**config.mk**
```make
export PLATFORM = sky130hd
export DESIGN_NAME = debug_unit
export DESIGN_NICKNAME = d
export VERILOG_FILES = /design/src/rtl/debug_unit.sv
export SDC_FILE = /design/constraint.sdc
export NUM_CORES = 1
export LEC_CHECK = 0
export ABC_AREA = 1
export BUFFER_PORTS_ARGS = -buffer_cell sky130_fd_sc_hd__clkbuf_2
export CAP_MARGIN = 10
export CORE_MARGIN = 5
export CORE_UTILIZATION = 30
export DETAILED_ROUTE_END_ITERATION = 8
export PLACE_DENSITY = 0.55
export SYNTH_ARGS = -nofsm -noshare
export SYNTH_HDL_FRONTEND = slang
export SYNTH_SLANG_ARGS = --single-unit
```
**constraint.sdc**
```tcl
create_clock -name clk -period 2.5 [get_ports clk]
set_clock_uncertainty 0.15 [all_clocks]
set_input_delay 0.25 -clock clk [delete_from_list [all_inputs] [get_ports clk]]
set_output_delay 0.25 -clock clk [all_outputs]
set_load 0.05 [all_outputs]
```
**src/rtl/debug_unit.sv**
```systemverilog
// debug_unit: command front end for the five-stage MIPS pipeline.
// Decodes UART command bytes ('C' run, 'S' step, 'H' halt, 'R' reset).
// Drives the pipeline pc_enable/pc_reset inputs. After every stop it
// snapshots the pipeline debug words and streams them out MSB first.
// Ports:
//   clk, reset_n           clock, asynchronous active-low reset
//   rx_data, rx_done       received byte and its one-cycle strobe
//   tx_done                transmitter finished the current byte
//   tx_start, tx_data      one-cycle start strobe and the byte to send
//   pc_addr_in .. reg_rt_data_in  pipeline debug words to snapshot
//   pc_enable, pc_reset    pipeline advance enable / active-high reset
//   halted_out             last continuous run stopped on HALT_INSTR
//   busy_out               block is not idle
module debug_unit #(
    parameter int unsigned           DATA_WIDTH   = 32,
    parameter int unsigned           UART_BITS    = 8,
    parameter logic [DATA_WIDTH-1:0] HALT_INSTR   = DATA_WIDTH'(32'hFC00_0000),
    parameter int unsigned           RESET_CYCLES = 2
) (
    input  logic                  clk,
    input  logic                  reset_n,
    input  logic [UART_BITS-1:0]  rx_data,
    input  logic                  rx_done,
    input  logic                  tx_done,
    output logic                  tx_start,
    output logic [UART_BITS-1:0]  tx_data,
    input  logic [DATA_WIDTH-1:0] pc_addr_in,
    input  logic [DATA_WIDTH-1:0] pc_instr_in,
    input  logic [DATA_WIDTH-1:0] reg_w_data_in,
    input  logic [DATA_WIDTH-1:0] reg_rs_data_in,
    input  logic [DATA_WIDTH-1:0] reg_rt_data_in,
    output logic                  pc_enable,
    output logic                  pc_reset,
    output logic                  halted_out,
    output logic                  busy_out
);

    localparam int unsigned SNAP_W    = 5 * DATA_WIDTH;
    localparam int unsigned NUM_BYTES = SNAP_W / UART_BITS;
    localparam int unsigned BCNT_W    = $clog2(NUM_BYTES + 1);
    localparam int unsigned RCNT_W    = $clog2(RESET_CYCLES + 1);

    localparam logic [UART_BITS-1:0] CMD_RUN   = UART_BITS'(8'h43);
    localparam logic [UART_BITS-1:0] CMD_STEP  = UART_BITS'(8'h53);
    localparam logic [UART_BITS-1:0] CMD_HALT  = UART_BITS'(8'h48);
    localparam logic [UART_BITS-1:0] CMD_RESET = UART_BITS'(8'h52);

    typedef enum logic [2:0] {
        ST_IDLE,
        ST_RUN,
        ST_STEP,
        ST_SNAP,
        ST_SEND,
        ST_WAIT_TX,
        ST_RESET_PL
    } state_t;

    state_t              state_q, state_d;
    logic [RCNT_W-1:0]   rst_cnt_q, rst_cnt_d;
    logic [BCNT_W-1:0]   byte_cnt_q, byte_cnt_d;
    logic [SNAP_W-1:0]   snap_q, snap_d;
    logic                pc_enable_q, pc_enable_d;
    logic                pc_reset_q, pc_reset_d;
    logic                halted_q, halted_d;
    logic                tx_start_q, tx_start_d;
    logic [UART_BITS-1:0] tx_data_q, tx_data_d;
    logic                busy_q, busy_d;

    logic cmd_run_c, cmd_step_c, cmd_halt_c, cmd_reset_c, halt_hit_c;

    // Command decode, qualified by the receive strobe
    always_comb begin
        cmd_run_c   = rx_done && (rx_data == CMD_RUN);
        cmd_step_c  = rx_done && (rx_data == CMD_STEP);
        cmd_halt_c  = rx_done && (rx_data == CMD_HALT);
        cmd_reset_c = rx_done && (rx_data == CMD_RESET);
        halt_hit_c  = (pc_instr_in == HALT_INSTR);
    end

    // State and output registers; reset behaves like an accepted 'R'
    always_ff @(posedge clk or negedge reset_n) begin
        if (!reset_n) begin
            state_q     <= ST_RESET_PL;
            rst_cnt_q   <= '0;
            byte_cnt_q  <= '0;
            snap_q      <= '0;
            pc_enable_q <= 1'b0;
            pc_reset_q  <= 1'b1;
            halted_q    <= 1'b0;
            tx_start_q  <= 1'b0;
            tx_data_q   <= '0;
            busy_q      <= 1'b1;
        end else begin
            state_q     <= state_d;
            rst_cnt_q   <= rst_cnt_d;
            byte_cnt_q  <= byte_cnt_d;
            snap_q      <= snap_d;
            pc_enable_q <= pc_enable_d;
            pc_reset_q  <= pc_reset_d;
            halted_q    <= halted_d;
            tx_start_q  <= tx_start_d;
            tx_data_q   <= tx_data_d;
            busy_q      <= busy_d;
        end
    end

    // Next-state and next-output logic
    always_comb begin
        state_d     = state_q;
        rst_cnt_d   = rst_cnt_q;
        byte_cnt_d  = byte_cnt_q;
        snap_d      = snap_q;
        pc_enable_d = pc_enable_q;
        pc_reset_d  = pc_reset_q;
        halted_d    = halted_q;
        tx_start_d  = 1'b0;
        tx_data_d   = tx_data_q;

        unique case (state_q)
            ST_IDLE: begin
                pc_enable_d = 1'b0;
                if (cmd_run_c) begin
                    state_d     = ST_RUN;
                    pc_enable_d = 1'b1;
                    halted_d    = 1'b0;
                end else if (cmd_step_c) begin
                    state_d     = ST_STEP;
                    pc_enable_d = 1'b1;
                end else if (cmd_reset_c) begin
                    state_d     = ST_RESET_PL;
                    rst_cnt_d   = '0;
                    pc_reset_d  = 1'b1;
                end
            end

            // Reset wins; otherwise HALT_INSTR or host 'H' stops the run
            ST_RUN: begin
                if (cmd_reset_c) begin
                    state_d     = ST_RESET_PL;
                    rst_cnt_d   = '0;
                    pc_enable_d = 1'b0;
                    pc_reset_d  = 1'b1;
                end else if (halt_hit_c || cmd_halt_c) begin
                    state_d     = ST_SNAP;
                    pc_enable_d = 1'b0;
                    halted_d    = halt_hit_c;
                end
            end

            ST_STEP: begin
                state_d     = ST_SNAP;
                pc_enable_d = 1'b0;
            end

            ST_SNAP: begin
                snap_d     = {pc_addr_in, pc_instr_in, reg_w_data_in,
                              reg_rs_data_in, reg_rt_data_in};
                byte_cnt_d = '0;
                state_d    = ST_SEND;
            end

            ST_SEND: begin
                tx_start_d = 1'b1;
                tx_data_d  = snap_q[SNAP_W-1 -: UART_BITS];
                state_d    = ST_WAIT_TX;
            end

            ST_WAIT_TX: begin
                if (tx_done) begin
                    snap_d     = {snap_q[SNAP_W-UART_BITS-1:0], {UART_BITS{1'b0}}};
                    byte_cnt_d = byte_cnt_q + BCNT_W'(1);
                    if (byte_cnt_q == BCNT_W'(NUM_BYTES - 1)) begin
                        state_d = ST_IDLE;
                    end else begin
                        state_d = ST_SEND;
                    end
                end
            end

            ST_RESET_PL: begin
                pc_enable_d = 1'b0;
                pc_reset_d  = 1'b1;
                if (rst_cnt_q == RCNT_W'(RESET_CYCLES - 1)) begin
                    pc_reset_d = 1'b0;
                    halted_d   = 1'b0;
                    state_d    = ST_IDLE;
                end else begin
                    rst_cnt_d = rst_cnt_q + RCNT_W'(1);
                end
            end

            default: begin
                state_d     = ST_RESET_PL;
                rst_cnt_d   = '0;
                pc_enable_d = 1'b0;
                pc_reset_d  = 1'b1;
            end
        endcase
    end

    // busy is registered from the next state so it tracks state_q exactly
    always_comb begin
        busy_d = (state_d != ST_IDLE);
    end

    assign tx_start   = tx_start_q;
    assign tx_data    = tx_data_q;
    assign pc_enable  = pc_enable_q;
    assign pc_reset   = pc_reset_q;
    assign halted_out = halted_q;
    assign busy_out   = busy_q;

endmodule
```
**Word level (Yosys, flattened, before mapping)**

Index checks and enable logic that the tools add are counted.

- Mux-type cells: 34
- Bitwise logic cells: 2
- Reductions and logical operators: 16
- Equal/unequal tests: 22
- $add $sub $neg: 2

Operators by type and width:

| kind | number |
|---|---|
| $pmux 160 s2 | 1 |
| $mux 160 | 1 |
| $eq 32x32->1 const B | 1 |
| $eq 8x7->1 const B | 4 |
| $mux 3 | 8 |
| $pmux 3 s7 | 1 |
| $ne 2x2->1 const B | 8 |
| $mux 1 | 13 |
| $pmux 5 s2 | 1 |
| $eq 3x3->1 const B | 3 |
| $mux 2 | 4 |
| $pmux 2 s4 | 1 |
| $eq 3x2->1 const B | 2 |
| $pmux 1 s3 | 2 |
| $reduce_bool 3->1 | 2 |
| $add 5x1->5 const B | 1 |
| $eq 5x5->1 const B | 1 |
| $mux 5 | 1 |
| $reduce_and 5->1 | 1 |
| $logic_and 1x1->1 | 4 |
| $pmux 1 s4 | 1 |
| $reduce_and 2->1 | 2 |
| $reduce_and 4->1 | 1 |
| $reduce_or 4->1 | 1 |
| other kinds (10) | 11 |

- Logic and storage cells: 86
- Output and inout bits: 13
- Bits in registers: 183

**Longest topological paths before layout**

Gate-level depths: netlist of run 1.

- Depth in word-level cells: 7
- Gate-level depth with buffers: 12
- Depth with buffers taken out: 11

**Least setup slack after synthesis of run 1**

No wires, ideal clock.

- Path type: register to register
- Start: register state_q[2]
- End: register snap_q[10]
- Slack: 824 ps
- Clock period less this slack: 1676 ps
- Setup time: 130 ps
- Stages on the path, launching flop included: 9
- Arrival: 1396 ps
- Path through: dfstp_2 buf_4 nand3_4 inv_4 buf_2 buf_2 nand2_1 o211ai_1 o21ai_0

- Cells in the longest elaborated chain, start to end: 3
- Elaborated cells between the ends (all ways): 6

RTL lines:

| what | line | RTL |
|---|---|---|
| from (decl) | 58 | `state_t state_q, state_d;` |
| from (signal assigned) | 94 | `state_q <= state_d;` |
| $eq 3x3->1 or $eq 3x2->1 (tied branches) | 119 | `unique case (state_q)` |
| $ne 2x2->1 (no source line) or $reduce_bool 2->1 (tied branches) | - |  |
| $reduce_and 2->1 (no source line) | - |  |
| to (signal assigned) | 97 | `snap_q <= snap_d;` |
| to (decl) | 61 | `logic [SNAP_W-1:0] snap_q, snap_d;` |

Several ways; a longest one is shown, not always the timed one.
A chain may end at the register's enable or synchronous reset.

**Final worst setup path of run 1**

- Start: register state_q[2]
- End: register snap_q[47]

Same word-level chain as after synthesis.

==> results of run 1 <==
==> placed cells by master, fill, tap and decap left out, types with 3 or more instances in the layout <==
cell,synthesis,routed
inv_1,200,200
nand3_1,15,15
nand4_1,3,3
inv_6,0,3
dfstp_2,4,4
o21ai_0,28,28
inv_8,0,5
o21ai_1,55,55
dlygate4sd3_1,0,162
o21ai_2,90,90
clkbuf_16,0,17
clkbuf_2,0,183
o211ai_2,90,90
nand2_1,221,221
nor2_1,41,41
buf_12,0,13
o211ai_1,62,62
clkinv_8,0,4
nor3_1,6,6
buf_4,12,17
dfrtp_1,179,179
==> sequential cells by signal, summed over array words and instances (netlist names), 2 cells and up <==
register / count
byte_cnt_q: 5
rst_cnt_q: 2
snap_q: 160
state_q: 3
tx_data: 8
==> cell families (layout without fill, tap and decap cells) <==
family	Yosys count	count (layout)	share of synthesized area, %
buffers and inverters	273	611	12.8
AO/OA/AOI/OAI	328	328	28.5
adder cells (fa/ha/maj)	2	2	0.254
flip-flops	183	183	46.5
AND/OR/NAND/NOR	293	293	11.9
==> worst reg2reg max path, delay by kind of cell (launching register included) <==
kind,cells,cell delay (ns)
AOI/OAI and AO/OA,2,0.29
buffers and inverters,2,0.52
DFF,1,0.64
and+or+nand+nor,3,0.43
==> through the flow <==
step	instance area, sq um	hold slack (ns)	utilization, %	setup slack, ns
global placement	11200	0.181	34.7	0.446
detailed placement	11200	0.184	34.7	0.416
global route	13500	0.153	41.5	0.242
floorplan	9860	-0.196	-	0.824
finish	13500	0.132	41.5	0.407
CTS	13500	0.0954	41.5	0.405
==> cells in the mapped netlist <==
cell type / number
dfrtp_1: 179
nand4_1: 3
inv_1: 200
o21ai_1: 55
nand2_4: 2
nand2_1: 221
nor3_1: 6
buf_8: 10
nand2_2: 2
clkinv_1: 1
buf_2: 33
inv_4: 1
clkbuf_1: 10
o21a_1: 1
ha_1: 2
a21oi_1: 2
nand3_4: 1
and2_1: 1
o211ai_2: 90
nand3b_1: 1
o21ai_0: 28
dfstp_2: 4
buf_6: 5
nand3_1: 15
o211ai_1: 62
o21ai_2: 90
nor2_1: 41
inv_2: 1
buf_4: 12
==> power groups by stage <==
stage	Clock [mW]	Combinational, mW	Sequential (mW)
2_1_floorplan	0	4.69	4.83
3_3_place_gp	0	5.93	4.69
3_5_place_dp	0	6.02	4.72
4_1_cts	2.81	6.25	4.66
5_1_grt	2.92	6.98	4.77
6_report	2.72	6.17	4.66
==> worst max-delay path by stage <==
stage	slack [ns]	from	end	cells after the start
finish	0.41	state_q[2]$_DFF_PN1_	snap_q[47]$_DFFE_PN0P_	7
global route	0.24	state_q[2]$_DFF_PN1_	snap_q[47]$_DFFE_PN0P_	7
CTS	0.40	state_q[2]$_DFF_PN1_	snap_q[63]$_DFFE_PN0P_	7
detailed placement	0.42	state_q[2]$_DFF_PN1_	snap_q[48]$_DFFE_PN0P_	7
global placement	0.45	state_q[2]$_DFF_PN1_	snap_q[38]$_DFFE_PN0P_	7
floorplan	0.82	state_q[2]$_DFF_PN1_	snap_q[10]$_DFFE_PN0P_	8
==> layout make-up <==
class	count	area (sq um)	share of cell area, %
clock buffers	18	429	3.19
inverters	203	774	5.76
well taps	442	553	4.11
flip-flops and latches	183	4580	34.1
clock inverters	14	156	1.16
repair buffers	376	2940	21.8
multi-input cells	623	4020	29.9
==> layer usage <==
layer  wire [um]  track usage, %  vias up
met2       12200            23.7      180
li1            -               -     4198
met1       11900            19.4     3895
met4         559            4.92        0
met3        1140            2.85       38
met5           0               0        -
==> what timing repair did <==
item	CTS	global route
hold buffers	162	0
setup buffers	0	0
gates resized for setup	0	0
endpoints found under the hold margin	222	0
==> impl_metrics.ini, run 1 <==
[worst_setup_path]
reg2reg_from = state_q[2]$_DFF_PN1_
arrival_ns = 2.31
critPathBufInv = 2
crit_slowest_cell = dfstp_2
rr_endpoint = snap_q[47]$_DFFE_PN0P_
reg2reg_depth = 7
rrSetupSlack_ns = 0.41
start_kind = register
crit_type = register to register
cp-end-kind = register
cpPeakStageDelay_ns = 0.64
required_ns = 2.71
worstPathCellList = nand3_4 > clkinv_8 > nand2_4 > nand2_8 > buf_12 > o211ai_1 > o21ai_1
cp_max_fo = 78
critical-path-top-delay-family = flip-flops

[logic_synthesis]
yosys_warnings = 0
yosys.area.top_type = dfrtp_1
synth_cells = 1079
synth_area_leaders = dfrtp_1 45%, o211ai_2 11%, nand2_1 8.4%
yosysUniqueCellTypes = 29
syn_area_sq_um = 9860
avgSynthCellArea_sq_um = 9.14
yosys.area.top_type_share_pct = 45.4
yosysSeqAreaShare_pct = 46.5
syn_nets = 1253
ys_ff_latch = 183

[floorplan]
boundaryPins = 185
die_y_um = 191
rows = 66
design.die.area_sq_um = 36600
start_util_pct = 30.4
die_x_um = 191
fp.coreArea_sq_um = 32500

[finish]
antenna_cells = 0
finalNetCount = 1578
layoutNonFillerInstCount = 1859
drive_gt1_share_pct = 30.8
num-fill-cells = 3206
area_growth_pct = 36.5

[global_route]
grt_max_degree = 120
grt_usage_pct = 14.5
grt_pass1_wl_um = 42900
grt_pass1_vias = 8493
overflow = 0
antenna_found_initial = 0

[clocking]
clock-sinks = 183
cts_tree = yes
cts_made_buffers = 17
htreeDepth = 4
cts_buffer_depth = 2
clk_pin_slew_worst_paths_ns = 0.07
clk_latency_ns = 0.45
cts_root_buf = clkbuf_16

[drt]
via_per_inst = 4.47
ant_nets = 0
drc = 0
wl_per_cell_um = 13.8
drtIter0Drc = 440
first_pass_iters = 5
routed_wl_um = 25700
dr_total_vias = 8311

[timing]
fmax_mhz = 478
relSlewSlack_pct = 57.5
period_needed_ns = 2.09
hold_viol = 0
final.period_utilization_pct = 83.7
tightestPinTransition_ns = 0.638
rsz0062_at_grt = false
fin_tns_setup_ns = 0
setup_viol = 0
slew_violations = 0

[power_and_ir_drop]
seqPwrFrac_pct = 34.4
combPwrFrac_pct = 45.5
peakVddDrop_v = 0.000571
finalPower_mw = 13.5
p_clk_share_pct = 20.1
p_sw_share_pct = 41.8
p_leak_nw = 6.04
p_sw_mw = 5.66
cell_internal_pwr_mw = 7.89
powerDensity_nw_per_um2 = 1010

[outcome]
status = finished clean

[placed_design]
dpl.cell_count = 1665
place.gp.congestion = 0.811
port_buffers = 184
dp_hpwl_um = 17200

[job]
max_cap_viol_count = 0

[hold_path]
worstHoldStart = rx_data[2]
hold_end = state_q[1]$_DFF_PN1_
hold_class = primary input to register
hold_depth = 6
Note: power is estimated with default switching activity, not from simulation.
==> inputs of run 2 (changes only) <==
--- a/config.mk
+++ b/config.mk
@@ -11,7 +11,7 @@
 export CORE_MARGIN = 5
 export CORE_UTILIZATION = 30
 export DETAILED_ROUTE_END_ITERATION = 8
-export PLACE_DENSITY = 0.55
+export PLACE_DENSITY = 0.57
 export SYNTH_ARGS = -nofsm -noshare
 export SYNTH_HDL_FRONTEND = slang
 export SYNTH_SLANG_ARGS = --single-unit
==> constraint.sdc (replaced) <==
create_clock -name clk -period 1.8 [get_ports clk]
set_clock_uncertainty 0.15 [all_clocks]
set_input_delay 0.18 -clock clk [delete_from_list [all_inputs] [get_ports clk]]
set_output_delay 0.18 -clock clk [all_outputs]
set_load 0.05 [all_outputs]
==> impl_metrics.ini, run 2 (synthesis gave the netlist of run 1 again) <==
[clocking]
clk_latency_ns = 0.43
clk_pin_slew_worst_paths_ns = 0.07
cts_made_buffers = 17
cts_buffer_depth = 2
htreeDepth = 4
cts_root_buf = clkbuf_16
clock-sinks = 183
cts_tree = yes

[finish]
finalNetCount = 1626
max_flop_register = snap_q
final_cell_mix = 219 x nand2_1, 200 x inv_1, 183 x clkbuf_2
drive_gt1_share_pct = 33.6
largest_reg_flops = 160
antenna_cells = 0
area_growth_pct = 43.1
mostFrequentLayoutCell = nand2_1

[power_and_ir_drop]
peakVddDrop_v = 0.000656
finalPower_mw = 20.2
powerDensity_nw_per_um2 = 1430
p_leak_nw = 6.36

[global_route]
grt_max_degree = 53
grt_pass1_vias = 8889
grt_pass1_wl_um = 44800
overflow = 0
antenna_found_initial = 0
grt_usage_pct = 15.2

[worst_setup_path]
arrival_ns = 1.94
crit_end = snap_q[26]$_DFFE_PN0P_
required_ns = 1.96
reg2reg_from = state_q[1]$_DFF_PN1_
worstSetupStartpoint = state_q[1]$_DFF_PN1_
cp_max_fo = 23
rrSetupSlack_ns = 0.02
rr_endpoint = snap_q[26]$_DFFE_PN0P_
cp-end-kind = register
reg2reg_depth = 9
crit_type = register to register
start_kind = register

[timing]
rsz0062_at_grt = true
tightestPinTransition_ns = 0.362
fin_tns_setup_ns = 0
slew_violations = 0
hold_viol = 0
layout_setup_ws_ns = 0.0193
period_needed_ns = 1.78
setup_viol = 0
fmax_mhz = 562
whs_ns = 0.0777
relSlewSlack_pct = 75.9
final.period_utilization_pct = 98.9

[drt]
routed_wl_um = 27700
ant_nets = 0
drc = 0
wl_per_cell_um = 14.5
via_per_inst = 4.49
drtIter0Drc = 439
first_pass_iters = 5
dr_total_vias = 8560

[placed_design]
dp_hpwl_um = 18400
port_buffers = 184
place_ws_ns = 0.0164
place.gp.congestion = 0.824

[floorplan]
boundaryPins = 185
die_y_um = 191
design.die.area_sq_um = 36600
fp.coreArea_sq_um = 32500
rows = 66
start_util_pct = 30.4
die_x_um = 191

[hold_path]
hold_class = primary input to register

[job]
max_cap_viol_count = 0

[outcome]
status = finished clean
## run 2: worst min-delay path by stage
stage	start	end	slack, ns	depth (start not counted)
final	rx_data[0]	pc_enable$_DFFE_PN0P_	0.08	5
after global routing	rx_data[0]	halted_out$_DFFE_PN0P_	0.09	6
after CTS	rx_data[0]	pc_enable$_DFFE_PN0P_	0.04	5
after detailed placement	reset_n	snap_q[89]$_DFFE_PN0P_	-0.01	1
after global placement	reset_n	snap_q[90]$_DFFE_PN0P_	-0.02	1
after floorplan	reset_n	byte_cnt_q[0]$_DFFE_PN0P_	-0.27	0
## run 2: power breakdown
part           internal, mW  total (mW)  switching [mW]
registers              5.94        6.45           0.513
clock network          2.10        3.79            1.69
logic                  4.09        9.91            5.82
total                  12.1        20.2            8.02
## run 2: cell type report
cell class	count	area, sq um
Multi-Input combinational cell	623	4050
Sequential cell	183	4590
Timing Repair Buffer	424	3550
Inverter	203	776
Clock buffer	19	443
Tap cell	442	553
Clock inverter	12	144
Fill cell	3108	18300
## run 2: stage by stage
stage / instance area [sq um] / instances / utilization [%]
2_1_floorplan: 9860 / 1079 / -
3_3_place_gp: 11600 / 1704 / 35.8
3_5_place_dp: 11600 / 1704 / 35.8
4_1_cts: 13800 / 1897 / 42.6
5_1_grt: 14100 / 1906 / 43.5
6_report: 14100 / 1906 / 43.5
## run 2: critical path: stages, from the launching register on
cell,delay (ns)
dfstp_2,0.55
inv_2,0.05
nand3_4,0.11
clkinv_8,0.09
nand2_8,0.08
nand2_8,0.07
buf_16,0.17
buf_12,0.17
o211ai_1,0.09
o21ai_1,0.09
## run 2: repair_timing
action | 4_1_cts | 5_1_grt
pin swaps | 0 | 6
cloned | 0 | 5
hold buffers | 162 | 0
resized for setup | 1 | 34
endpoints found under the setup margin | 1 | 75
buffers inserted | 0 | 4
hold endpoints to repair | 344 | 0
## run 2: metal layers
metal  track usage [%]  vias to the layer above  wire length (um)
li1                  -                     4287                 -
met1              20.2                     4008             12600
met2              24.8                      217             13200
met3              3.32                       48              1170
met4              4.75                        0               652
met5                 0                        -                 0
